## config.mk

```make
export PLATFORM = sky130hd
export DESIGN_NAME = pipe_hazard_ctrl_flat
export DESIGN_NICKNAME = d
export VERILOG_FILES = /design/src/rtl/pipe_hazard_ctrl_if.sv /design/src/rtl/pipe_hazard_ctrl.sv /design/src/flat_wrapper.sv
export SDC_FILE = /design/constraint.sdc
export NUM_CORES = 1
export LEC_CHECK = 0
export ABC_AREA = 1
export BUFFER_PORTS_ARGS = -buffer_cell sky130_fd_sc_hd__buf_2
export CAP_MARGIN = 20
export CORE_MARGIN = 2
export CORE_UTILIZATION = 46
export CTS_BUF_LIST = sky130_fd_sc_hd__clkbuf_4
export CTS_CLUSTER_SIZE = 16
export DETAILED_ROUTE_END_ITERATION = 12
export PLACE_DENSITY_LB_ADDON = 0.15
export SKIP_CTS_REPAIR_TIMING = 1
export SLEW_MARGIN = 20
export SYNTH_ARGS = -nofsm -noshare
export SYNTH_HDL_FRONTEND = slang
export SYNTH_SLANG_ARGS = --single-unit
```

## constraint.sdc

```tcl
create_clock -name clk -period 1.8 [get_ports clk]
set_clock_uncertainty 0.15 [all_clocks]
set_input_delay 0.18 -clock clk [delete_from_list [all_inputs] [get_ports clk]]
set_output_delay 0.18 -clock clk [all_outputs]
set_load 0.02 [all_outputs]
```

## src/rtl/pipe_hazard_ctrl_if.sv

```systemverilog
// Hazard-controller bundle: pipeline status inputs and stage enable/flush controls.
// The pipeline side uses the master modport and the controller uses the slave modport.
interface pipe_hazard_ctrl_if #(
  parameter int CNT_W = 32
);
  logic             ex_is_load;
  logic [4:0]       ex_rd;
  logic [4:0]       id_rs;
  logic [4:0]       id_rt;
  logic             id_use_rs;
  logic             id_use_rt;
  logic             mem_branch_taken;
  logic             dmem_req;
  logic             dmem_ready;
  logic             imem_ready;
  logic             pc_en;
  logic             en_fd;
  logic             en_de;
  logic             en_em;
  logic             en_mw;
  logic             flush_fd;
  logic             flush_de;
  logic             flush_em;
  logic             halted;
  logic [CNT_W-1:0] stall_cycles;

  modport master (
    output ex_is_load, ex_rd, id_rs, id_rt, id_use_rs, id_use_rt,
           mem_branch_taken, dmem_req, dmem_ready, imem_ready,
    input  pc_en, en_fd, en_de, en_em, en_mw, flush_fd, flush_de, flush_em,
           halted, stall_cycles
  );

  modport slave (
    input  ex_is_load, ex_rd, id_rs, id_rt, id_use_rs, id_use_rt,
           mem_branch_taken, dmem_req, dmem_ready, imem_ready,
    output pc_en, en_fd, en_de, en_em, en_mw, flush_fd, flush_de, flush_em,
           halted, stall_cycles
  );
endinterface

```

## src/rtl/pipe_hazard_ctrl.sv

```systemverilog
// Stall/flush sequencer for the 5-stage pipeline: load-use, branch squash, fetch miss, dmem wait with timeout halt.
// Optional stall counter is built when PIPE_STALL_CNT_EN is defined.
module pipe_hazard_ctrl #(
  parameter int WAIT_TIMEOUT = 64,
  parameter int CNT_W        = 32
) (
  input  logic               clk,
  input  logic               rst_n,
  pipe_hazard_ctrl_if.slave  hz
);
  typedef enum logic [1:0] {RUN, DWAIT, HALT} state_t;

  localparam logic [7:0] TIMEOUT = 8'(WAIT_TIMEOUT);

  // Control vector layout: {pc_en, en_fd, en_de, en_em, en_mw, flush_fd, flush_de, flush_em}
  localparam logic [7:0] CTL_FREE   = 8'b11111_000;
  localparam logic [7:0] CTL_BRANCH = 8'b11111_111;
  localparam logic [7:0] CTL_LU     = 8'b00111_010;
  localparam logic [7:0] CTL_IMISS  = 8'b01111_100;
  localparam logic [7:0] CTL_FREEZE = 8'b00000_000;
  localparam logic [7:0] CTL_RESET  = 8'b00000_111;

  state_t     state_q, state_d;
  logic [7:0] wcnt_q, wcnt_d;
  logic       lu;
  logic [7:0] run_ctl;
  logic [7:0] ctl;

  assign lu = hz.ex_is_load && (hz.ex_rd != 5'd0) &&
              ((hz.id_use_rs && (hz.id_rs == hz.ex_rd)) ||
               (hz.id_use_rt && (hz.id_rt == hz.ex_rd)));

  // RUN behaviour without the dmem-wait condition; also reused when a wait completes.
  always_comb begin
    run_ctl = CTL_FREE;
    if (hz.mem_branch_taken) begin
      run_ctl = CTL_BRANCH;
    end else if (lu) begin
      run_ctl = CTL_LU;
    end else if (!hz.imem_ready) begin
      run_ctl = CTL_IMISS;
    end
  end

  always_comb begin
    ctl     = run_ctl;
    state_d = state_q;
    wcnt_d  = wcnt_q;
    unique case (state_q)
      RUN: begin
        if (hz.dmem_req && !hz.dmem_ready) begin
          ctl     = CTL_FREEZE;
          state_d = DWAIT;
          wcnt_d  = 8'd1;
        end
      end
      DWAIT: begin
        if (hz.dmem_ready) begin
          state_d = RUN;
          wcnt_d  = 8'd0;
        end else if (wcnt_q == TIMEOUT) begin
          ctl     = CTL_FREEZE;
          state_d = HALT;
        end else begin
          ctl     = CTL_FREEZE;
          wcnt_d  = wcnt_q + 8'd1;
        end
      end
      HALT: begin
        ctl = CTL_FREEZE;
      end
      default: begin
        ctl     = CTL_FREEZE;
        state_d = RUN;
      end
    endcase
    if (!rst_n) begin
      ctl = CTL_RESET;
    end
  end

  always_ff @(posedge clk) begin
    if (!rst_n) begin
      state_q <= RUN;
      wcnt_q  <= 8'd0;
    end else begin
      state_q <= state_d;
      wcnt_q  <= wcnt_d;
    end
  end

  assign hz.pc_en    = ctl[7];
  assign hz.en_fd    = ctl[6];
  assign hz.en_de    = ctl[5];
  assign hz.en_em    = ctl[4];
  assign hz.en_mw    = ctl[3];
  assign hz.flush_fd = ctl[2];
  assign hz.flush_de = ctl[1];
  assign hz.flush_em = ctl[0];
  assign hz.halted   = rst_n && (state_q == HALT);

`ifdef PIPE_STALL_CNT_EN
  logic [CNT_W-1:0] stall_q, stall_d;

  // Saturating count of cycles the PC was held, excluding the halted state.
  always_comb begin
    stall_d = stall_q;
    if (!ctl[7] && (state_q != HALT) && (stall_q != {CNT_W{1'b1}})) begin
      stall_d = stall_q + CNT_W'(1);
    end
  end

  always_ff @(posedge clk) begin
    if (!rst_n) begin
      stall_q <= '0;
    end else begin
      stall_q <= stall_d;
    end
  end

  assign hz.stall_cycles = stall_q;
`else
  assign hz.stall_cycles = {CNT_W{1'b0}};
`endif
endmodule

```

## src/flat_wrapper.sv

```systemverilog
// flat-port wrapper written by rule: the top's interface ports become plain ports
module pipe_hazard_ctrl_flat 
#(
  parameter int WAIT_TIMEOUT = 64,
  parameter int CNT_W        = 32
)
  (clk, rst_n, hz_ex_is_load, hz_ex_rd, hz_id_rs, hz_id_rt, hz_id_use_rs, hz_id_use_rt, hz_mem_branch_taken, hz_dmem_req, hz_dmem_ready, hz_imem_ready, hz_pc_en, hz_en_fd, hz_en_de, hz_en_em, hz_en_mw, hz_flush_fd, hz_flush_de, hz_flush_em, hz_halted, hz_stall_cycles);
  pipe_hazard_ctrl_if #(.CNT_W(CNT_W)) hz_i ();
  input  logic clk;
  input  logic rst_n;
  input wire logic [$bits(hz_i.ex_is_load)-1:0] hz_ex_is_load;
  input wire logic [$bits(hz_i.ex_rd)-1:0] hz_ex_rd;
  input wire logic [$bits(hz_i.id_rs)-1:0] hz_id_rs;
  input wire logic [$bits(hz_i.id_rt)-1:0] hz_id_rt;
  input wire logic [$bits(hz_i.id_use_rs)-1:0] hz_id_use_rs;
  input wire logic [$bits(hz_i.id_use_rt)-1:0] hz_id_use_rt;
  input wire logic [$bits(hz_i.mem_branch_taken)-1:0] hz_mem_branch_taken;
  input wire logic [$bits(hz_i.dmem_req)-1:0] hz_dmem_req;
  input wire logic [$bits(hz_i.dmem_ready)-1:0] hz_dmem_ready;
  input wire logic [$bits(hz_i.imem_ready)-1:0] hz_imem_ready;
  output wire logic [$bits(hz_i.pc_en)-1:0] hz_pc_en;
  output wire logic [$bits(hz_i.en_fd)-1:0] hz_en_fd;
  output wire logic [$bits(hz_i.en_de)-1:0] hz_en_de;
  output wire logic [$bits(hz_i.en_em)-1:0] hz_en_em;
  output wire logic [$bits(hz_i.en_mw)-1:0] hz_en_mw;
  output wire logic [$bits(hz_i.flush_fd)-1:0] hz_flush_fd;
  output wire logic [$bits(hz_i.flush_de)-1:0] hz_flush_de;
  output wire logic [$bits(hz_i.flush_em)-1:0] hz_flush_em;
  output wire logic [$bits(hz_i.halted)-1:0] hz_halted;
  output wire logic [$bits(hz_i.stall_cycles)-1:0] hz_stall_cycles;
  assign hz_i.ex_is_load = hz_ex_is_load;
  assign hz_i.ex_rd = hz_ex_rd;
  assign hz_i.id_rs = hz_id_rs;
  assign hz_i.id_rt = hz_id_rt;
  assign hz_i.id_use_rs = hz_id_use_rs;
  assign hz_i.id_use_rt = hz_id_use_rt;
  assign hz_i.mem_branch_taken = hz_mem_branch_taken;
  assign hz_i.dmem_req = hz_dmem_req;
  assign hz_i.dmem_ready = hz_dmem_ready;
  assign hz_i.imem_ready = hz_imem_ready;
  assign hz_pc_en = hz_i.pc_en;
  assign hz_en_fd = hz_i.en_fd;
  assign hz_en_de = hz_i.en_de;
  assign hz_en_em = hz_i.en_em;
  assign hz_en_mw = hz_i.en_mw;
  assign hz_flush_fd = hz_i.flush_fd;
  assign hz_flush_de = hz_i.flush_de;
  assign hz_flush_em = hz_i.flush_em;
  assign hz_halted = hz_i.halted;
  assign hz_stall_cycles = hz_i.stall_cycles;
  pipe_hazard_ctrl #(.WAIT_TIMEOUT(WAIT_TIMEOUT), .CNT_W(CNT_W)) u_core (.clk(clk), .rst_n(rst_n), .hz(hz_i));
endmodule
```

==> run summary <==
Final layout
• 8.27% — Layout area overhead
• 716 um^2 — Multi-input gate area
• 266 — fin cells
• 263 — net total in the final layout
• 0.208 — fraction of layout cells with a size suffix above 1
• 0 — antenna diode count
• 57 x sky130_fd_sc_hd__nand2_1, 32 x sky130_fd_sc_hd__conb_1, 32 x sky130_fd_sc_hd__buf_2, 30 x sky130_fd_sc_hd__inv_1, 19 x sky130_fd_sc_hd__nor2_1 — leading cell types in the layout, fill and taps excluded
• sky130_fd_sc_hd__nand2_1 — commonest non-fill, non-tap cell in the layout
• 200 um^2 — Storage cell area
• 271 — count of filler cells inserted in the layout

Routing
• 0 — Detail Route Antenna Nets
• 4.39 — routed vias/inst
• 8.85 um — wire per inst
• 4 — number of detailed-route iterations in the first pass
• 2.36 mm — wire length after detailed routing
• 21 — Initial DRC Count
• 0 — number of design rule violations left after detail routing
• 1,167 — Vias

Pwr
• 0.372 — sequential fraction of design power
• 0.270 — portion of total power attributed to the clock network
• 0.000750 uW — leak pwr
• 481 nW/um^2 — power per cell area
• 0.407 — switch share
• 0.503 mV — worst vdd rail ir drop
• 250 uW — net switching power
• 0.358 — fraction of power consumed by combinational cells
• 364 uW — internal power contribution

Floorplan
• 54.6 um — height of the chip
• 2450 um^2 — core region area
• 0.481 — initial core utilization
• 65 — total I/O pin count
• 2990 um^2 — Die Outline Area
• 54.6 um — Horiz. Die Dim
• 18 — row count

Clock network
• 1 — H-tree depth
• 2 — Longest Clk Path Bufs
• 0.26 ns — Clk Latency, worst-skew pair
• yes — CTS tree
• 0.08 ns — clock transition at the register clock pins on the worst setup and hold paths after CTS
• 10 — count of clock tree sinks
• sky130_fd_sc_hd__clkbuf_4 — clock root buffer
• 3 — total clock buffers created by CTS

STA
• 0 — Final setup viols
• 610 MHz — Max Freq
• 0 — total count of max-transition violations in the final report
• no — setup repair after global routing missed its margin
• 0 ns — final setup TNS
• 1.64 ns — post-route minimum period
• 0.910 — Final period util
• 0 — number of endpoints with negative hold slack in the final report

Synthesis
• 0 — Async S/R FF share, synth
• 0.170 — share of synthesized area occupied by flip-flops and latches
• simple AND/OR/NAND/NOR gates — main combinational cell family by area after synthesis
• 10 — Synth Register Bits
• sky130_fd_sc_hd__dfxtp_1 — most common flop cell mapped by yosys
• 0 — Synth Warn #
• 26 — count of unique library cells instantiated by Yosys
• 0.387 — post-synthesis share of cell area spent on and, or, nand and nor gates
• 0 — xor/xnor cell area share of the yosys netlist
• 5.81 um^2 — Mapped Avg Cell Area
• 203 — synthesized instance count
• 1180 um^2 — area of the mapped netlist
• 0 — multiplexer fraction of the synthesized cell area
• 0.0212 — post-synthesis share of cell area spent on full adders, half adders and majority gates
• 0 — number of synthesized flops with an enable pin
• 0.0891 — compound-cell area share of the yosys netlist

Critical path
• 4 — critical-path maximum fanout
• flip-flop to output pin — type of the worst setup path
• 0.34 ns — CP max stage delay
• 1.47 ns — required arrival time at the worst endpoint
• output pin — nature of the critical path endpoint
• 1.31 ns — worst path arrival time
• sky130_fd_sc_hd__dfxtp_1 — critical path's slowest cell
• a21oi_1 > nand2_1 > nor2_4 > nand2_1 > nor2_1 > buf_2 — series of cell instances along the critical path
• flip-flop — startpoint kind of the worst setup timing path
• sky130_fd_sc_hd__nand2_1 — most used cell along the critical path

Flow run
• 0 — max-cap check violation count

GRT
• 0 — antenna violations before repair
• 0.278 — met2 usage in global routing
• 0.0246 — met3 demand-to-capacity share in global routing
• 0.176 — overall fraction of global-route tracks in use
• 3.87 mm — wire length of the first global-routing pass
• 10 — maximum number of pins on one net before global-route repair
• 0.247 — met1 GRT Util
• 934 — vias in the first global route
• met2 — GRT busiest layer
• 0 — global-route congestion overflow total

Placed design
• 0.796 — routability congestion estimate from global placement
• 262 — number of placed instances, taps included
• 1.94 mm — HPWL after detailed placement
• 32 — Buffers on Ports

Min path
• input port to flip-flop — worst hold path type

Status
• finished, final reports clean — run status

registers in the layout (all words and copies together) (netlist names):
register / cells
u_core.state_q: 2
u_core.wcnt_q: 8
cell usage after synthesis (2+ instances only):
cell,instances,area share
sky130_fd_sc_hd__nand2_2,2,0.011
sky130_fd_sc_hd__nand3_1,11,0.047
sky130_fd_sc_hd__inv_2,3,0.0095
sky130_fd_sc_hd__nor2_1,19,0.060
sky130_fd_sc_hd__ha_1,2,0.021
sky130_fd_sc_hd__buf_4,34,0.22
sky130_fd_sc_hd__nand4_1,6,0.032
sky130_fd_sc_hd__inv_1,30,0.095
sky130_fd_sc_hd__dfxtp_1,10,0.17
sky130_fd_sc_hd__o21ai_0,2,0.0085
sky130_fd_sc_hd__a21oi_1,13,0.055
sky130_fd_sc_hd__nand2_1,57,0.18
final timing paths:
check	from	to	slack (ns)	cells past startpoint
hold / removal	rst_n	u_core.wcnt_q[0]	0.01	3
setup reg to reg	u_core.wcnt_q[0]	u_core.wcnt_q[0]	0.26	9
setup / recovery	u_core.state_q[0]	hz_pc_en	0.16	6
hold reg to reg	u_core.wcnt_q[7]	u_core.wcnt_q[7]	0.38	2
power groups by stage:
stage	Sequential (uW)	Combinational (uW)	Clock (uW)
2_1_floorplan	233	213	0
3_3_place_gp	234	217	0
3_5_place_dp	234	217	0
4_1_cts	229	217	170
5_1_grt	229	250	184
6_report	229	220	166
cell families (layout without fill, tap and decap cells):
logic type      after synthesis  count (layout)
flops                        10              10
compound gates               19              19
buf+inv                      69              71
simple gates                102             102
fa+ha+maj                     2               2
other cells                   1              32
critical path: cells and delay by family (launching register included):
kind,cells,cell delay [ns]
AOI/OAI and AO/OA,1,0.14
buffers and inverters,1,0.16
DFF,1,0.34
and+or+nand+nor,4,0.40
per-stage QoR:
| step | power (uW) | hold WS (ns) | util | instance area, um^2 | worst slack, ns |
|---|---|---|---|---|---|
| floorplan | 446 | 0.141 | - | 1300 | 0.256 |
| global placement | 451 | 0.281 | 0.506 | 1240 | 0.314 |
| detailed placement | 451 | 0.295 | 0.506 | 1240 | 0.270 |
| CTS | 617 | 0.0105 | 0.517 | 1270 | 0.136 |
| global route | 663 | 0.0146 | 0.520 | 1280 | 0.00185 |
| finish | 615 | 0.0112 | 0.520 | 1280 | 0.161 |
layout make-up:
cell class,instances,share of cell area
Tap cell,30,0.0294
Multi-Input combinational cell,155,0.560
Sequential cell,10,0.157
Timing Repair Buffer,33,0.131
Inverter,34,0.102
Clock inverter,1,0.00294
Clock buffer,3,0.0176
routing by layer:
metal  vias to the layer above  wire length (um)
li1                        626                 -
met1                       498              1160
met2                        41              1010
met3                         2               165
met4                         0                17
met5                         -                 0
No activity file was read; power rests on OpenSTA's default activity.
